File: config.mk
export PLATFORM = sky130hd
export DESIGN_NAME = shift_tx_flat
export DESIGN_NICKNAME = d
export VERILOG_FILES = /design/src/rtl/shift_tx_if.sv /design/src/rtl/shift_tx.sv /design/src/flat_wrapper.sv
export SDC_FILE = /design/constraint.sdc
export NUM_CORES = 1
export LEC_CHECK = 0
export ABC_AREA = 0
export BUFFER_PORTS_ARGS = -buffer_cell sky130_fd_sc_hd__buf_2
export CAP_MARGIN = 30
export CORE_AREA = 3 3 46 68
export CTS_CLUSTER_DIAMETER = 150
export DETAILED_ROUTE_END_ITERATION = 8
export DIE_AREA = 0 0 49 71
export PLACE_DENSITY = 0.67
export SYNTH_ARGS = -nofsm -noshare
export SYNTH_HDL_FRONTEND = slang
export SYNTH_SLANG_ARGS = --single-unit
File: constraint.sdc
create_clock -name sys_clk -period 2.8 [get_ports sys_clk]
set_input_delay 0.14 -clock sys_clk [delete_from_list [all_inputs] [get_ports sys_clk]]
set_output_delay 0.14 -clock sys_clk [all_outputs]
set_load 0.02 [all_outputs]
File: src/rtl/shift_tx_if.sv
// Word-in / serial-out handshake bundle for shift_tx.
// The master supplies words; the slave (the transmitter) reports line and frame status.
interface shift_tx_if #(
    parameter int DATA_W = 8
);
    logic [DATA_W-1:0] din;
    logic              din_vld;
    logic              din_rdy;
    logic              y;
    logic              busy;
    logic              done;

    modport master (
        output din,
        output din_vld,
        input  din_rdy,
        input  y,
        input  busy,
        input  done
    );

    modport slave (
        input  din,
        input  din_vld,
        output din_rdy,
        output y,
        output busy,
        output done
    );
endinterface

File: src/rtl/shift_tx.sv
// Framed parallel-in / serial-out transmitter: start(0), data LSB first,
// optional even parity, stop(1); each bit held CLK_PER_BIT clocks, line idles high.
module shift_tx #(
    parameter int DATA_W      = 8,
    parameter int CLK_PER_BIT = 4,
    parameter int PARITY_EN   = 0
) (
    input  logic       sys_clk,
    input  logic       sys_rst,
    shift_tx_if.slave  bus
);
    localparam int MAX_CNT = (CLK_PER_BIT > DATA_W) ? CLK_PER_BIT : DATA_W;
    localparam int CNT_W   = $clog2(MAX_CNT + 1);
    localparam logic [CNT_W-1:0] LAST_CLK = CNT_W'(CLK_PER_BIT - 1);
    localparam logic [CNT_W-1:0] LAST_BIT = CNT_W'(DATA_W - 1);

    typedef enum logic [2:0] {
        S_IDLE,
        S_START,
        S_DATA,
        S_PAR,
        S_STOP
    } state_t;

    state_t            state_q, state_d;
    logic [CNT_W-1:0]  clk_cnt_q, clk_cnt_d;
    logic [CNT_W-1:0]  bit_cnt_q, bit_cnt_d;
    logic [DATA_W-1:0] sreg_q, sreg_d;
    logic              par_q, par_d;
    logic              y_q, y_d;
    logic              busy_q, busy_d;
    logic              done_q, done_d;
    logic              last_clk;

    assign last_clk    = (clk_cnt_q == LAST_CLK);
    assign bus.din_rdy = (state_q == S_IDLE) && !sys_rst;
    assign bus.y       = y_q;
    assign bus.busy    = busy_q;
    assign bus.done    = done_q;

    always_comb begin
        state_d   = state_q;
        clk_cnt_d = clk_cnt_q;
        bit_cnt_d = bit_cnt_q;
        sreg_d    = sreg_q;
        par_d     = par_q;

        case (state_q)
            S_IDLE: begin
                if (bus.din_vld && bus.din_rdy) begin
                    state_d   = S_START;
                    sreg_d    = bus.din;
                    par_d     = ^bus.din;
                    clk_cnt_d = '0;
                    bit_cnt_d = '0;
                end
            end
            S_START: begin
                if (last_clk) begin
                    clk_cnt_d = '0;
                    state_d   = S_DATA;
                end else begin
                    clk_cnt_d = clk_cnt_q + CNT_W'(1);
                end
            end
            S_DATA: begin
                if (last_clk) begin
                    clk_cnt_d = '0;
                    sreg_d    = sreg_q >> 1;
                    bit_cnt_d = bit_cnt_q + CNT_W'(1);
                    if (bit_cnt_q == LAST_BIT) begin
                        state_d = (PARITY_EN != 0) ? S_PAR : S_STOP;
                    end
                end else begin
                    clk_cnt_d = clk_cnt_q + CNT_W'(1);
                end
            end
            S_PAR: begin
                if (last_clk) begin
                    clk_cnt_d = '0;
                    state_d   = S_STOP;
                end else begin
                    clk_cnt_d = clk_cnt_q + CNT_W'(1);
                end
            end
            S_STOP: begin
                if (last_clk) begin
                    clk_cnt_d = '0;
                    state_d   = S_IDLE;
                end else begin
                    clk_cnt_d = clk_cnt_q + CNT_W'(1);
                end
            end
            default: begin
                state_d   = S_IDLE;
                clk_cnt_d = '0;
                bit_cnt_d = '0;
            end
        endcase

        // Outputs are decoded from the upcoming state so they appear registered
        // in the same cycle the state takes effect.
        case (state_d)
            S_START: y_d = 1'b0;
            S_DATA:  y_d = sreg_d[0];
            S_PAR:   y_d = par_d;
            default: y_d = 1'b1;
        endcase
        busy_d = (state_d != S_IDLE);
        done_d = (state_d == S_STOP) && (clk_cnt_d == LAST_CLK);
    end

    always_ff @(posedge sys_clk or posedge sys_rst) begin
        if (sys_rst) begin
            state_q   <= S_IDLE;
            clk_cnt_q <= '0;
            bit_cnt_q <= '0;
            sreg_q    <= '0;
            par_q     <= 1'b0;
            y_q       <= 1'b1;
            busy_q    <= 1'b0;
            done_q    <= 1'b0;
        end else begin
            state_q   <= state_d;
            clk_cnt_q <= clk_cnt_d;
            bit_cnt_q <= bit_cnt_d;
            sreg_q    <= sreg_d;
            par_q     <= par_d;
            y_q       <= y_d;
            busy_q    <= busy_d;
            done_q    <= done_d;
        end
    end
endmodule
File: src/flat_wrapper.sv
// flat-port wrapper written by rule: the top's interface ports become plain ports
module shift_tx_flat 
#(
    parameter int DATA_W      = 8,
    parameter int CLK_PER_BIT = 4,
    parameter int PARITY_EN   = 0
)
  (sys_clk, sys_rst, bus_din, bus_din_vld, bus_din_rdy, bus_y, bus_busy, bus_done);
  shift_tx_if #(.DATA_W(DATA_W)) bus_i ();
  input  logic sys_clk;
  input  logic sys_rst;
  input wire logic [$bits(bus_i.din)-1:0] bus_din;
  input wire logic [$bits(bus_i.din_vld)-1:0] bus_din_vld;
  output wire logic [$bits(bus_i.din_rdy)-1:0] bus_din_rdy;
  output wire logic [$bits(bus_i.y)-1:0] bus_y;
  output wire logic [$bits(bus_i.busy)-1:0] bus_busy;
  output wire logic [$bits(bus_i.done)-1:0] bus_done;
  assign bus_i.din = bus_din;
  assign bus_i.din_vld = bus_din_vld;
  assign bus_din_rdy = bus_i.din_rdy;
  assign bus_y = bus_i.y;
  assign bus_busy = bus_i.busy;
  assign bus_done = bus_i.done;
  shift_tx #(.DATA_W(DATA_W), .CLK_PER_BIT(CLK_PER_BIT), .PARITY_EN(PARITY_EN)) u_core (.sys_clk(sys_clk), .sys_rst(sys_rst), .bus(bus_i));
endmodule
==> flow_summary.yaml <==
sta:
  tns_ns: 0
  tightestPinTransition_ns: 0.880
  post-route-min-period_ns: 2.18
  setup_violations: 0
  rsz0062_at_grt: "no"
  timing.slew.headroom_pct: 41.3
  finalCritPeriodShare_pct: 78.0
  fmax_ghz: 0.458
  fin_skew_ns: 0.00927
  hold-worst-slack_ns: 0.0728
  maxSlewViolCount: 0
  hold_violations: 0
routing:
  finalWirelength_mm: 2.60
  viasPerCell: 5.54
  drc_errors: 0
  wl_per_cell_um: 14.6
  ant_nets: 0
  first_iter_violations: 30
  drt_pass1_iterations: 4
  vias: 986
finish:
  drive_gt1_share_pct: 20.6
  synthToLayoutAreaGrowth_pct: 9.52
  layout_common_cells: "22 x dfrtp_1, 14 x nand2_1, 14 x buf_2"
  diodes: 0
  final_common_cell: "dfrtp_1"
  fin_util_pct: 51.6
  nets: 155
  fin_area_um2: 1380
logic_synthesis:
  ys_ff_latch: 23
  synth_cell_type_count: 39
  synthTopCellsByArea: "dfrtp_1 44%, xnor2_1 6.3%, nand2_1 4.2%, o21ai_0 3.6%, a22oi_1 3.6%"
  synth_top_area_share_pct: 43.7
  synth_top_area_cell: "dfrtp_1"
  syn_nets: 141
  yosys_warnings: 0
  netlist_instances: 128
  syn_area_per_cell_um2: 9.85
  netlist_area_um2: 1260
  ys.flop_type: "dfrtp_1"
  yosysSeqAreaShare_pct: 45.7
  async_reset_ff_share_pct: 100
  synth_edf_count: 0
critical_path:
  rrSetupSlack_ns: 0.62
  critPathRequiredTime_ns: 2.99
  critPathArrivalTime_ns: 2.38
  crit_path_end_kind: "flip-flop"
  path_delay_family: "simple AND/OR/NAND/NOR gates"
  rr_worst_depth: 5
  path_class: "reg -> reg"
  startpoint_type: "flip-flop"
  crit_path_cell_trace: "or3_1, nor2_2, o2111ai_1, or3_1, a21oi_1"
  crit_buf_inv: 0
  slowest_stage: "dfrtp_1"
  crit_path_max_fanout: 15
  worst-path-stages: 5
  worst_path_largest_cell_delay_ns: 0.50
  crit_top_cell: "or3_1"
clock_tree:
  cts_buffers: 3
  cts.sinks: 23
  cts_tree: "built"
  cts_buffer_depth: 2
  clockRootBuffer: "clkbuf_8"
  clkSlewWorstSetupHoldPaths_ns: 0.09
  postCtsHoldBufs: 0
  clock_latency_ns: 0.27
  h-tree-depth: 1
  post-cts-setup-buffers: 0
  cts_resized: 0
floorplan:
  start_util_pct: 47.1
  fp.coreArea_um2: 2680
  ios: 15
  die_area_um2: 3480
  row_count: 23
  die_h_um: 71
  die_x_um: 49
global_routing:
  grt_pass1_wl_mm: 4.52
  use_met3_pct: 3.16
  busiest_layer: "met2"
  gr-usage-all-layers_pct: 16.4
  grt_use_met1_pct: 16.7
  first_global_vias: 1051
  grt_overflow: 0
  grt_max_degree: 24
  met2_usage_pct: 30.9
  antenna_found_initial: 0
place:
  gp_congestion: 0.811
  place_area_um2: 1330
  io_buffers: 14
  hpwl_mm: 1.98
pwr:
  p_leak_nw: 0.613
  ir_drop_v: 0.000501
  power_per_cell_area_nw_per_um2: 933
run_status:
  outcome: "complete, no violations"
job:
  drv_cap: 0
min_path:
  hold_path_class: "in -> async"
[power by group]
group | internal, W | switching, W | total, W
registers | 0.000450 | 0.0000934 | 0.000544
clock network | 0.000101 | 0.000113 | 0.000214
logic | 0.000214 | 0.000317 | 0.000531
[path summary, 6_finish.rpt]
path                                  endpoint         startpoint
min in group sys_clk          u_core.sreg_q[3]         bus_din[3]
max reg2reg                u_core.bit_cnt_q[3]  u_core.state_q[2]
max in group asynchronous     u_core.sreg_q[4]            sys_rst
min reg2reg                   u_core.sreg_q[3]   u_core.sreg_q[3]
min                           u_core.sreg_q[3]            sys_rst
max                        u_core.bit_cnt_q[3]  u_core.state_q[2]
[sequential cells by signal, summed over array words and instances, names as in the netlist]
register          count
u_core.sreg_q         8
u_core.clk_cnt_q      4
u_core.bit_cnt_q      4
u_core.par_q          1
u_core.state_q        3
u_core.bus.done       1
u_core.bus.busy       1
u_core.bus.y          1
[synth_stat cells, types with 2 or more instances]
master,n
nor3b_1,2
a22o_1,3
nand2_1,14
o21ai_0,9
or2b_1,2
or2_2,4
inv_1,5
nor2b_1,3
nand3b_1,2
nor2_1,8
dfrtp_1,22
ha_1,2
or3_1,3
a21oi_1,8
buf_6,2
xnor2_1,9
nor3_1,3
a22oi_1,6
[metrics by stage]
| stage | std cells | worst slack (ns) | total power (W) |
|---|---|---|---|
| floorplan | 128 | 0.886 | 0.000974 |
| CTS | 178 | 0.636 | 0.00129 |
| finish | 178 | 0.616 | 0.00129 |
| global placement | 174 | 0.711 | 0.00106 |
| detailed placement | 174 | 0.650 | 0.00108 |
| global route | 178 | 0.450 | 0.00139 |
[kinds of logic (layout without fill, tap and decap cells)]
family | count (synthesis) | after routing | share of synthesized area (%)
simple gates | 47 | 47 | 20.1
buf+inv | 10 | 23 | 5.06
xor+xnor | 9 | 9 | 6.25
compound gates | 36 | 36 | 20.0
flops | 23 | 23 | 45.7
fa+ha+maj | 2 | 2 | 1.98
mux | 1 | 1 | 0.794
[layer usage]
metal,wire [um],up-vias
li1,-,479
met1,1040,481
met2,1390,20
met3,102,6
met4,68,0
met5,0,-
[final cells by class]
type,count,area (um2)
clock buffers,3,41.3
multi-input cells,95,621
well taps,37,46.3
repair buffers,14,70.1
fillers,250,1290
clock inverters,1,7.51
flip-flops and latches,23,577
inverters,5,18.8
Power figures use the tool's default switching activity.
